$ cat config.mk
export PLATFORM = sky130hd
export DESIGN_NAME = rob_commit
export DESIGN_NICKNAME = d
export VERILOG_FILES = /design/src/rtl/rob_commit.sv
export SDC_FILE = /design/constraint.sdc
export NUM_CORES = 1
export LEC_CHECK = 0
export CORE_MARGIN = 2
export CORE_UTILIZATION = 45
export DETAILED_ROUTE_END_ITERATION = 10
export PLACE_DENSITY = 0.88
export SLEW_MARGIN = 20
export SYNTH_ARGS = -nofsm -noshare
export SYNTH_HDL_FRONTEND = slang
export SYNTH_SLANG_ARGS = --single-unit
$ cat constraint.sdc
create_clock -name clk -period 2.3 [get_ports clk]
set_input_delay 0.345 -clock clk [delete_from_list [all_inputs] [get_ports clk]]
set_output_delay 0.345 -clock clk [all_outputs]
set_load 0.03 [all_outputs]
$ cat src/rtl/rob_commit.sv
// In-order retirement engine at the ROB head: commits one done entry every two cycles,
// counts retirements and raises a sticky deadlock flag if the head waits too long.
package rob_pkg;
    typedef enum logic [1:0] {
        ROB_EMPTY = 2'd0,
        ROB_WAIT  = 2'd1,
        ROB_DONE  = 2'd2
    } rob_status_t;
endpackage

module rob_commit
    import rob_pkg::*;
#(
    parameter int ROB_IDX_W       = 5,
    parameter int DATA_W          = 32,
    parameter int WATCHDOG_CYCLES = 1024
) (
    input  logic                 clk,
    input  logic                 rst,
    input  logic                 head_valid_i,
    input  rob_status_t          head_status_i,
    input  logic [4:0]           head_rd_addr_i,
    input  logic [ROB_IDX_W-1:0] head_rob_idx_i,
    input  logic [DATA_W-1:0]    head_rd_data_i,
    input  logic                 flush_i,
    input  logic                 commit_en_i,
    output logic                 dequeue_o,
    output logic                 regf_we_o,
    output logic [4:0]           regf_rd_addr_o,
    output logic [DATA_W-1:0]    regf_rd_data_o,
    output logic                 rat_clr_o,
    output logic [4:0]           rat_clr_addr_o,
    output logic [ROB_IDX_W-1:0] rat_clr_tag_o,
    output logic [63:0]          retire_cnt_o,
    output logic                 deadlock_o
);

    typedef enum logic {
        IDLE   = 1'b0,
        RETIRE = 1'b1
    } state_t;

    localparam int WD_W = $clog2(WATCHDOG_CYCLES) + 1;
    localparam logic [WD_W-1:0] WD_LAST = WD_W'(WATCHDOG_CYCLES - 1);

    state_t                state, next_state;
    logic                  start;
    logic                  wd_count;
    logic                  wd_clear;
    logic                  retiring;
    logic [WD_W-1:0]       wd_cnt;
    logic                  we_q;
    logic [4:0]            addr_q;
    logic [DATA_W-1:0]     data_q;
    logic [ROB_IDX_W-1:0]  tag_q;
    logic [63:0]           cnt_q;
    logic                  deadlock_q;

    always_ff @(posedge clk) begin
        if (rst) begin
            state <= IDLE;
        end else begin
            state <= next_state;
        end
    end

    // Head inputs are only looked at in IDLE; in RETIRE they are stale.
    always_comb begin
        next_state = state;
        start      = 1'b0;
        wd_count   = 1'b0;
        wd_clear   = 1'b0;
        case (state)
            IDLE: begin
                if (flush_i || !head_valid_i) begin
                    wd_clear = 1'b1;
                end else if (head_status_i == ROB_DONE) begin
                    if (commit_en_i) begin
                        start      = 1'b1;
                        next_state = RETIRE;
                        wd_clear   = 1'b1;
                    end
                end else if (commit_en_i) begin
                    wd_count = 1'b1;
                end
            end
            RETIRE: begin
                next_state = IDLE;
                wd_clear   = 1'b1;
            end
            default: next_state = IDLE;
        endcase
    end

    // A flush landing in the retire cycle cancels the pulses in that same cycle.
    assign retiring = (state == RETIRE) && !flush_i;

    always_ff @(posedge clk) begin
        if (rst) begin
            we_q       <= 1'b0;
            addr_q     <= '0;
            data_q     <= '0;
            tag_q      <= '0;
            cnt_q      <= '0;
            wd_cnt     <= '0;
            deadlock_q <= 1'b0;
        end else begin
            if (start) begin
                we_q   <= (head_rd_addr_i != 5'd0);
                addr_q <= head_rd_addr_i;
                data_q <= head_rd_data_i;
                tag_q  <= head_rob_idx_i;
            end
            if (retiring) begin
                cnt_q <= cnt_q + 64'd1;
            end
            if (wd_clear) begin
                wd_cnt <= '0;
            end else if (wd_count) begin
                if (wd_cnt == WD_LAST) begin
                    deadlock_q <= 1'b1;
                end else begin
                    wd_cnt <= wd_cnt + 1'b1;
                end
            end
        end
    end

    assign dequeue_o      = retiring;
    assign rat_clr_o      = retiring;
    assign regf_we_o      = retiring && we_q;
    assign regf_rd_addr_o = addr_q;
    assign regf_rd_data_o = data_q;
    assign rat_clr_addr_o = addr_q;
    assign rat_clr_tag_o  = tag_q;
    assign retire_cnt_o   = cnt_q;
    assign deadlock_o     = deadlock_q;

endmodule

==> impl_results.html, run 1 <==
<table>
<tr><th>Metric</th><th>Value</th></tr>
<tr><th colspan="2">Status</th></tr>
<tr><td>Outcome</td><td>finished, violations left</td></tr>
<tr><td>Violated checks</td><td>setup timing</td></tr>
<tr><th colspan="2">Synth</th></tr>
<tr><td>Area fraction in compound gates after synthesis</td><td>0.09988</td></tr>
<tr><td>Simple-Gate Fraction of Synth Area</td><td>0.3113</td></tr>
<tr><td>Synth Flop Type</td><td>sky130_fd_sc_hd__dfxtp_1</td></tr>
<tr><td>EDFF count, synth</td><td>0</td></tr>
<tr><td>Share of synthesized cell area in full adder, half adder and majority cells</td><td>0.004848</td></tr>
<tr><td>Net Count, Synth</td><td>~690</td></tr>
<tr><td>Count of distinct cell types in the synthesized netlist</td><td>37</td></tr>
<tr><td>Combinational family with the most area after synthesis</td><td>simple AND/OR/NAND/NOR gates</td></tr>
<tr><td>Synthesis-stage register bit count</td><td>120</td></tr>
<tr><td>Area of the mapped netlist</td><td>between 0.005 and 0.006 sq mm</td></tr>
<tr><td>Count of warnings emitted by yosys</td><td>0</td></tr>
<tr><td>Average instance area after synthesis</td><td>approximately 8.1 sq um</td></tr>
<tr><td>Post-synthesis share of cell area spent on xor and xnor gates</td><td>0.07806</td></tr>
<tr><td>Share of flip-flops with an asynchronous set or reset after synthesis</td><td>0</td></tr>
<tr><td>Multiplexer area fraction after synthesis</td><td>0.002182</td></tr>
<tr><td>Gate count after technology mapping</td><td>~640</td></tr>
<tr><td>Sequential fraction of the synthesis area</td><td>0.4655</td></tr>
<tr><th colspan="2">Worst setup path</th></tr>
<tr><td>CP peak stage delay</td><td>approximately 570 ps</td></tr>
<tr><td>Worst flop-to-flop path startpoint</td><td>retire_cnt_o[13]</td></tr>
<tr><td>Cells along the critical path</td><td>nand4_4 &gt; or4_1 &gt; nor4bb_1 &gt; or4b_1 &gt; a21oi_1</td></tr>
<tr><td>Type of element capturing the critical path</td><td>flip-flop</td></tr>
<tr><td>Startpoint-to-endpoint class of the critical path</td><td>flip-flop to flip-flop</td></tr>
<tr><td>Worst Path Buf+Inv</td><td>0</td></tr>
<tr><td>Arrival time reported for the critical path endpoint</td><td>between 2000 and 3000 ps</td></tr>
<tr><td>Worst Setup SP</td><td>retire_cnt_o[13]</td></tr>
<tr><td>Worst Path Required</td><td>about 2700 ps</td></tr>
<tr><td>Worst Setup Start Kind</td><td>flip-flop</td></tr>
<tr><td>Worst path top cell family by delay</td><td>simple AND/OR/NAND/NOR gates</td></tr>
<tr><td>CP max FO</td><td>7</td></tr>
<tr><td>Library cell contributing the largest single delay on the critical path</td><td>sky130_fd_sc_hd__or4_1</td></tr>
<tr><th colspan="2">GRT</th></tr>
<tr><td>Total GRT Usage</td><td>0.2406</td></tr>
<tr><td>First-pass GRT wire length</td><td>around 24000 um</td></tr>
<tr><td>Largest net degree at the start of global routing</td><td>44</td></tr>
<tr><td>Number of global-route vias before repair</td><td>5133</td></tr>
<tr><td>Overflow left after global routing</td><td>0</td></tr>
<tr><td>Antenna violations before repair</td><td>0</td></tr>
<tr><th colspan="2">Min path</th></tr>
<tr><td>Hold/Removal Path Class</td><td>input pin to flip-flop</td></tr>
<tr><td>Min-Delay Startpoint</td><td>rst</td></tr>
<tr><th colspan="2">Power and ir drop</th></tr>
<tr><td>Net switching power</td><td>~1.0 mW</td></tr>
<tr><td>Internal power consumption</td><td>around 4.0 mW</td></tr>
<tr><td>Clk network pwr share</td><td>0.547</td></tr>
<tr><td>Power per Cell Area</td><td>around 650 mW/mm^2</td></tr>
<tr><td>Comb power frac</td><td>0.040</td></tr>
<tr><td>Standby leakage power</td><td>about 2.6 nW</td></tr>
<tr><td>Worst vdd ir</td><td>~0.46 mV</td></tr>
<tr><td>Reg power frac</td><td>0.413</td></tr>
<tr><td>Sw Share</td><td>0.2058</td></tr>
<tr><th colspan="2">Clock tree</th></tr>
<tr><td>TritonCTS Buffers</td><td>17</td></tr>
<tr><td>Worst-Skew Late Latency</td><td>just over 400 ps</td></tr>
<tr><td>Clock Path Buffers</td><td>2</td></tr>
<tr><td>Post-CTS clock slew at the launch and capture registers of the worst setup and hold paths</td><td>about 60 ps</td></tr>
<tr><td>Cells resized by post-CTS repair</td><td>0</td></tr>
<tr><td>Sink Count</td><td>between 100 and 150</td></tr>
<tr><td># H-tree levels</td><td>4</td></tr>
<tr><td>Hold buffers post-CTS</td><td>0</td></tr>
<tr><td>CTS tree</td><td>built</td></tr>
<tr><td>Clock root buffer</td><td>sky130_fd_sc_hd__clkbuf_16</td></tr>
<tr><td>Setup bufs post-CTS</td><td>0</td></tr>
<tr><th colspan="2">Detailed routing</th></tr>
<tr><td>Number of DRC markers after the initial detailed-route iteration</td><td>330</td></tr>
<tr><td>Routed wirelength normalized by instance count</td><td>about 15 um</td></tr>
<tr><td># DRC</td><td>0</td></tr>
<tr><td>DRT Pass-1 Iters</td><td>8</td></tr>
<tr><td>Antenna-violating nets left</td><td>0</td></tr>
<tr><td>Total vias in the final route</td><td>5389</td></tr>
<tr><td>Routed vias/inst</td><td>~5.4</td></tr>
<tr><td>Total length of routed wires</td><td>14830 um</td></tr>
<tr><th colspan="2">Layout</th></tr>
<tr><td>Number of diodes</td><td>0</td></tr>
<tr><td>Layout cells sized above 1</td><td>0.1135</td></tr>
<tr><td>Nets@finish</td><td>a little under 900</td></tr>
<tr><td>Layout area overhead</td><td>52.02%</td></tr>
<tr><th colspan="2">Timing</th></tr>
<tr><td>Highest Clock Rate</td><td>around 430 MHz</td></tr>
<tr><td>Final setup viols</td><td>1</td></tr>
<tr><td>Sum of negative setup slack</td><td>-24.28 ps</td></tr>
<tr><td>Worst-Margin Slew</td><td>roughly 560 ps</td></tr>
<tr><td>Setup slack of the critical path after layout</td><td>-24.28 ps</td></tr>
<tr><td>Count of endpoints failing hold in the final timing report</td><td>0</td></tr>
<tr><td>Slew HR</td><td>0.6176</td></tr>
<tr><td>Final min period</td><td>approximately 2300 ps</td></tr>
<tr><td>Post-Route Skew</td><td>6.780 ps</td></tr>
<tr><td>RSZ-0062 raised after global routing</td><td>false</td></tr>
<tr><td>Fin. max-slew vios</td><td>0</td></tr>
<tr><td>Post-route clock period utilization</td><td>1.011</td></tr>
<tr><th colspan="2">Floorplan</th></tr>
<tr><td>Starting density of the core</td><td>0.4559</td></tr>
<tr><td>Total die area</td><td>about 0.012 sq mm</td></tr>
<tr><td>Vertical die dimension</td><td>around 110 um</td></tr>
<tr><td>I/O pin count</td><td>around 160</td></tr>
<tr><td>Number of placement rows</td><td>39</td></tr>
<tr><td>Die span in x</td><td>~110 um</td></tr>
<tr><td>Core Box Area</td><td>about 0.011 sq mm</td></tr>
<tr><th colspan="2">Flow run</th></tr>
<tr><td>MaxCap Viol Count</td><td>0</td></tr>
<tr><th colspan="2">Placement</th></tr>
<tr><td>Number of input and output port buffers inserted</td><td>163</td></tr>
<tr><td>Total half-perimeter wirelength after legalization and detailed placement</td><td>10380 um</td></tr>
<tr><td>Placement Setup Slack</td><td>-173.3 ps</td></tr>
<tr><td>GP Congestion</td><td>roughly 0.92</td></tr>
</table>
==> state kept, by name, summed over array words and instances (netlist names) <==
name	cells
retire_cnt_o	64
regf_rd_data_o	32
wd_cnt	11
rat_clr_addr_o	5
rat_clr_tag_o	5
deadlock_o	1
state	1
we_q	1
==> worst register-to-register path: stages (launching register included) <==
cell	delay, ps
sky130_fd_sc_hd__dfxtp_1	430
sky130_fd_sc_hd__nand4_4	180
sky130_fd_sc_hd__or4_1	570
sky130_fd_sc_hd__nor4bb_1	450
sky130_fd_sc_hd__or4b_1	490
sky130_fd_sc_hd__a21oi_1	150
==> cells in the final DEF, fill, tap and decap left out, types with 18 or more instances in the layout <==
cell type and count:
sky130_fd_sc_hd__buf_4 52, sky130_fd_sc_hd__dfxtp_1 120, sky130_fd_sc_hd__xnor2_1 29, sky130_fd_sc_hd__nand4_1 34, sky130_fd_sc_hd__nor2_1 62, sky130_fd_sc_hd__clkdlybuf4s50_1 159, sky130_fd_sc_hd__nand2_1 108, sky130_fd_sc_hd__nor3_1 19
sky130_fd_sc_hd__or3_1 18, sky130_fd_sc_hd__a21oi_1 69, sky130_fd_sc_hd__nand3_1 27, sky130_fd_sc_hd__o21ai_0 21
==> metal layers <==
layer / share of wire / wire, um / track usage
met5: 0 / 0 / 0
met4: 0.022 / 322 / 0.1004
met3: 0.077 / 1148 / 0.08201
met2: 0.50 / 7424 / 0.4102
met1: 0.40 / 5939 / 0.2761
==> cell type report <==
class,instances,area (sq um)
sequential,120,2402
fill,886,3475
multi-input combinational,469,2561
timing repair buffer,214,2042
inverter,11,41.29
clock buffer,19,442.9
tap,143,178.9
clock inverter,13,177.7
==> synth_stat cells, drive strengths merged (2+ instances only) <==
master / number / area share
o31ai: 4 / 0.0058
ha: 2 / 0.0048
nor3: 19 / 0.018
o21ai: 21 / 0.020
nor2: 62 / 0.045
dfxtp: 120 / 0.47
nand2b: 2 / 0.0024
nor3b: 3 / 0.0044
and4: 2 / 0.0034
nand3: 28 / 0.028
xor2: 17 / 0.029
or3: 18 / 0.022
and3: 11 / 0.013
clkbuf: 25 / 0.018
nor2b: 3 / 0.0036
a21oi: 69 / 0.067
and2: 6 / 0.0073
a2111oi: 2 / 0.0034
inv: 10 / 0.0073
or4: 7 / 0.010
nand2: 108 / 0.079
xnor2: 29 / 0.049
buf: 10 / 0.012
nor4: 15 / 0.024
nand4: 35 / 0.045
==> kinds of logic after synthesis <==
group                      Yosys count
AOI/OAI and AO/OA                   98
xor gates and xnor gates            46
adders and majority gates            2
buffers and inverters               46
DFF                                120
muxes                                1
and+or+nand+nor                    322
==> metrics by stage <==
step                      hold WS [ps]  total power, mW    util  std cells  area [sq um]
final                            326.7            5.071  0.6931        989          7846
after global routing             326.8            5.232  0.6931        989          7846
after CTS                        311.2            5.106  0.6931        989          7846
after detailed placement         446.5            2.341  0.6383        957          7226
after global placement           440.5            2.339  0.6383        957          7226
after floorplan                  468.0            2.216       -        635          5161
==> worst paths after layout <==
path         slack (ps)  depth (start not counted)          endpoint
max                 -20                          5  retire_cnt_o[45]
min                 330                          2  retire_cnt_o[19]
max reg2reg         -20                          5  retire_cnt_o[45]
min reg2reg         450                          2  rat_clr_tag_o[3]
==> power groups by stage <==
| stage | clock (mW) | sequential, mW | combinational, mW |
|---|---|---|---|
| 6_report | 2.77 | 2.10 | 0.202 |
| 5_1_grt | 2.92 | 2.10 | 0.216 |
| 4_1_cts | 2.81 | 2.10 | 0.202 |
| 3_5_place_dp | 0 | 2.14 | 0.201 |
| 3_3_place_gp | 0 | 2.14 | 0.199 |
| 2_1_floorplan | 0 | 2.16 | 0.0573 |
Power figures use the tool's default switching activity.
==> run 2: changes to the inputs <==
SETUP_SLACK_MARGIN = 0.3   (was default)
==> run 2 against run 1 <==
Effect of this change: die area stayed put; via count is 2.4% higher; critical path type unchanged; register-to-register slack better by 270 ps; global-route usage up 0.44 points; total power down 2.8%; clock skew decreased by 1.2 ps; non-clock buffer count rose by 20; the run now ends clean; hold slack better by 25 ps; critical endpoint unchanged; maximum frequency up 13%; routed wire length up 9.7%; final cell count up 2.0%.
==> impl_results.html, run 2 (same netlist as run 1, synthesis figures left out) <==
<table>
<tr><th>Metric</th><th>Value</th></tr>
<tr><th colspan="2">Clock tree</th></tr>
<tr><td>Worst-Skew Late Latency</td><td>410 ps (about the same)</td></tr>
<tr><td>Clock Path Buffers</td><td>2 (unchanged)</td></tr>
<tr><td>Clock root buffer</td><td>sky130_fd_sc_hd__clkbuf_16</td></tr>
<tr><td># H-tree levels</td><td>4 (unchanged)</td></tr>
<tr><td>Post-CTS clock slew at the launch and capture registers of the worst setup and hold paths</td><td>60 ps (about the same)</td></tr>
<tr><td>TritonCTS Buffers</td><td>17 (unchanged)</td></tr>
<tr><td>Sink Count</td><td>120 (unchanged)</td></tr>
<tr><td>CTS tree</td><td>built</td></tr>
<tr><th colspan="2">Power and ir drop</th></tr>
<tr><td>Power per Cell Area</td><td>599.9 mW/mm^2 (-7.2%)</td></tr>
<tr><td>Worst vdd ir</td><td>0.5516 mV (+20%)</td></tr>
<tr><td>Standby leakage power</td><td>2.856 nW (+9.3%)</td></tr>
<tr><th colspan="2">Detailed routing</th></tr>
<tr><td># DRC</td><td>0 (unchanged)</td></tr>
<tr><td>Routed wirelength normalized by instance count</td><td>16.13 um (+7.6%)</td></tr>
<tr><td>Routed vias/inst</td><td>5.472 (+0.42%)</td></tr>
<tr><td>DRT Pass-1 Iters</td><td>6 (-2)</td></tr>
<tr><td>Total length of routed wires</td><td>16280 um (+9.7%)</td></tr>
<tr><td>Number of DRC markers after the initial detailed-route iteration</td><td>359 (+8.8%)</td></tr>
<tr><td>Antenna-violating nets left</td><td>0 (unchanged)</td></tr>
<tr><td>Total vias in the final route</td><td>5521 (+2.4%)</td></tr>
<tr><th colspan="2">Worst setup path</th></tr>
<tr><td>Worst Path Buf+Inv</td><td>1 (+1)</td></tr>
<tr><td>CP max FO</td><td>4 (-3)</td></tr>
<tr><td>Cells along the critical path</td><td>inv_1 &gt; or4_4 &gt; nor4bb_4 &gt; or4b_1 &gt; a21oi_2</td></tr>
<tr><td>Arrival time reported for the critical path endpoint</td><td>2400 ps (-270 ps)</td></tr>
<tr><td>Type of element capturing the critical path</td><td>flip-flop</td></tr>
<tr><td>Worst Setup Start Kind</td><td>flip-flop</td></tr>
<tr><td>CP peak stage delay</td><td>560 ps (about the same)</td></tr>
<tr><td>Worst path top cell family by delay</td><td>simple AND/OR/NAND/NOR gates</td></tr>
<tr><td>Startpoint-to-endpoint class of the critical path</td><td>flip-flop to flip-flop</td></tr>
<tr><td>Worst Path Required</td><td>2640 ps (about the same)</td></tr>
<tr><td>Library cell contributing the largest single delay on the critical path</td><td>sky130_fd_sc_hd__or4_4</td></tr>
<tr><th colspan="2">Floorplan</th></tr>
<tr><td>Die span in x</td><td>111.1 um (unchanged)</td></tr>
<tr><td>Number of placement rows</td><td>39 (unchanged)</td></tr>
<tr><td>Total die area</td><td>0.01234 sq mm (unchanged)</td></tr>
<tr><td>I/O pin count</td><td>164 (unchanged)</td></tr>
<tr><td>Vertical die dimension</td><td>111.1 um (unchanged)</td></tr>
<tr><td>Core Box Area</td><td>0.01132 sq mm (unchanged)</td></tr>
<tr><td>Starting density of the core</td><td>0.4559 (unchanged)</td></tr>
<tr><th colspan="2">Timing</th></tr>
<tr><td>Final setup viols</td><td>0 (-1)</td></tr>
<tr><td>Slew HR</td><td>0.6573 (+0.03972)</td></tr>
<tr><td>Highest Clock Rate</td><td>487.6 MHz (+13%)</td></tr>
<tr><td>Fin. max-slew vios</td><td>0 (unchanged)</td></tr>
<tr><td>Post-route clock period utilization</td><td>0.8917 (-0.1189)</td></tr>
<tr><td>Count of endpoints failing hold in the final timing report</td><td>0 (unchanged)</td></tr>
<tr><td>Setup slack of the critical path after layout</td><td>249.1 ps (+273.4 ps)</td></tr>
<tr><td>Worst-Margin Slew</td><td>501.1 ps (-58.08 ps)</td></tr>
<tr><td>Post-Route Skew</td><td>5.573 ps (-1.207 ps)</td></tr>
<tr><td>Final min period</td><td>2051 ps (-273.4 ps)</td></tr>
<tr><td>RSZ-0062 raised after global routing</td><td>true</td></tr>
<tr><th colspan="2">Flow run</th></tr>
<tr><td>MaxCap Viol Count</td><td>0 (unchanged)</td></tr>
<tr><th colspan="2">Placement</th></tr>
<tr><td>Number of input and output port buffers inserted</td><td>163 (unchanged)</td></tr>
<tr><td>GP Congestion</td><td>0.8404 (-8.5%)</td></tr>
<tr><td>Placed Cells incl. Taps</td><td>945 (-1.3%)</td></tr>
<tr><td>Placement Setup Slack</td><td>-128.6 ps (+44.72 ps)</td></tr>
<tr><td>Total half-perimeter wirelength after legalization and detailed placement</td><td>10410 um (+0.30%)</td></tr>
<tr><th colspan="2">GRT</th></tr>
<tr><td>First-pass GRT wire length</td><td>24800 um (+2.0%)</td></tr>
<tr><td>Largest net degree at the start of global routing</td><td>44 (unchanged)</td></tr>
<tr><td>Total GRT Usage</td><td>0.2450 (+0.004381)</td></tr>
<tr><td>Antenna violations before repair</td><td>0 (unchanged)</td></tr>
<tr><td>Number of global-route vias before repair</td><td>5205 (+1.4%)</td></tr>
<tr><td>Overflow left after global routing</td><td>0 (unchanged)</td></tr>
<tr><th colspan="2">Layout</th></tr>
<tr><td>Layout cells sized above 1</td><td>0.1917 (+0.07821)</td></tr>
<tr><td>Most frequent cells in the layout</td><td>158 x sky130_fd_sc_hd__clkdlybuf4s50_1, 108 x sky130_fd_sc_hd__nand2_1, 87 x sky130_fd_sc_hd__dfxtp_1, 66 x sky130_fd_sc_hd__buf_4, 65 x sky130_fd_sc_hd__a21oi_1</td></tr>
<tr><td>Max FFs per register</td><td>64 (unchanged)</td></tr>
<tr><td>Nets@finish</td><td>904 (+2.3%)</td></tr>
<tr><td>Most common cell after layout, fill and taps aside</td><td>sky130_fd_sc_hd__clkdlybuf4s50_1</td></tr>
<tr><td>Number of diodes</td><td>0 (unchanged)</td></tr>
<tr><td>Non-filler instance count after layout</td><td>1009 (+2.0%)</td></tr>
<tr><td>Layout area overhead</td><td>59.25%</td></tr>
<tr><td>Final Util</td><td>0.7260 (+0.03294)</td></tr>
<tr><th colspan="2">Status</th></tr>
<tr><td>Outcome</td><td>complete, no violations</td></tr>
<tr><th colspan="2">Min path</th></tr>
<tr><td>Hold/Removal Path Class</td><td>input pin to flip-flop</td></tr>
</table>
==> run 2: cell types whose count changed in the layout (fill, tap and decap cells not counted), sizes merged, moves of 2 or more <==
cell | before | now
bufinv | 4 | 1
buf | 55 | 73
inv | 10 | 13
dlygate4sd2 | 0 | 2
clkinv | 5 | 3
==> run 2: worst paths after layout <==
path	startpoint	to	slack, ps	cells past startpoint
setup / recovery	retire_cnt_o[14]	retire_cnt_o[45]	250	5
hold / removal	rst	retire_cnt_o[3]	350	2
setup reg to reg	retire_cnt_o[14]	retire_cnt_o[45]	250	5
hold reg to reg	regf_rd_data_o[20]	regf_rd_data_o[20]	450	2
==> run 2: final cells by class <==
cell class | count | area [sq um]
timing repair buffer | 234 | 2198
sequential | 120 | 2479
inverter | 11 | 42.54
clock inverter | 12 | 112.6
clock buffer | 20 | 489.2
tap | 143 | 178.9
multi-input combinational | 469 | 2719
fill | 780 | 3102
==> run 2: power by group <==
part | internal (mW) | total [mW] | leakage (nW) | switching (mW)
Clock | 1.65 | 2.65 | 0.278 | 1.00
Combinational | 0.108 | 0.202 | 1.59 | 0.0948
Sequential | 2.07 | 2.08 | 0.988 | 0.00624
Total | 3.83 | 4.93 | 2.86 | 1.10
==> run 2: what timing repair did <==
item                       in CTS  in global routing
buffers inserted                9                 23
gates resized for setup        11                 28
pin swaps                       6                 19
hold buffers                    0                  0
setup endpoints to repair      12                 25
==> run 2: per-layer routing <==
layer / GRT usage / routed length, um / part of all wire / vias to the layer above
li1: - / - / - / 2647
met1: 0.2848 / 6434 / 0.40 / 2593
met2: 0.4200 / 8181 / 0.50 / 247
met3: 0.06998 / 1268 / 0.078 / 34
met4: 0.1095 / 393 / 0.024 / 0
met5: 0 / 0 / 0 / -
==> run 2: stage by stage <==
step / cell area [sq um] / TNS [ps] / power (mW) / hold slack [ps]
6_report: 8219 / 0 / 4.931 / 352.2
5_1_grt: 8219 / 0 / 5.072 / 365.1
4_1_cts: 7938 / 0 / 4.956 / 338.0
3_5_place_dp: 7226 / -470.2 / 2.331 / 446.2
3_3_place_gp: 7226 / -264.7 / 2.329 / 440.6
2_1_floorplan: 5271 / 0 / 2.207 / 468.0
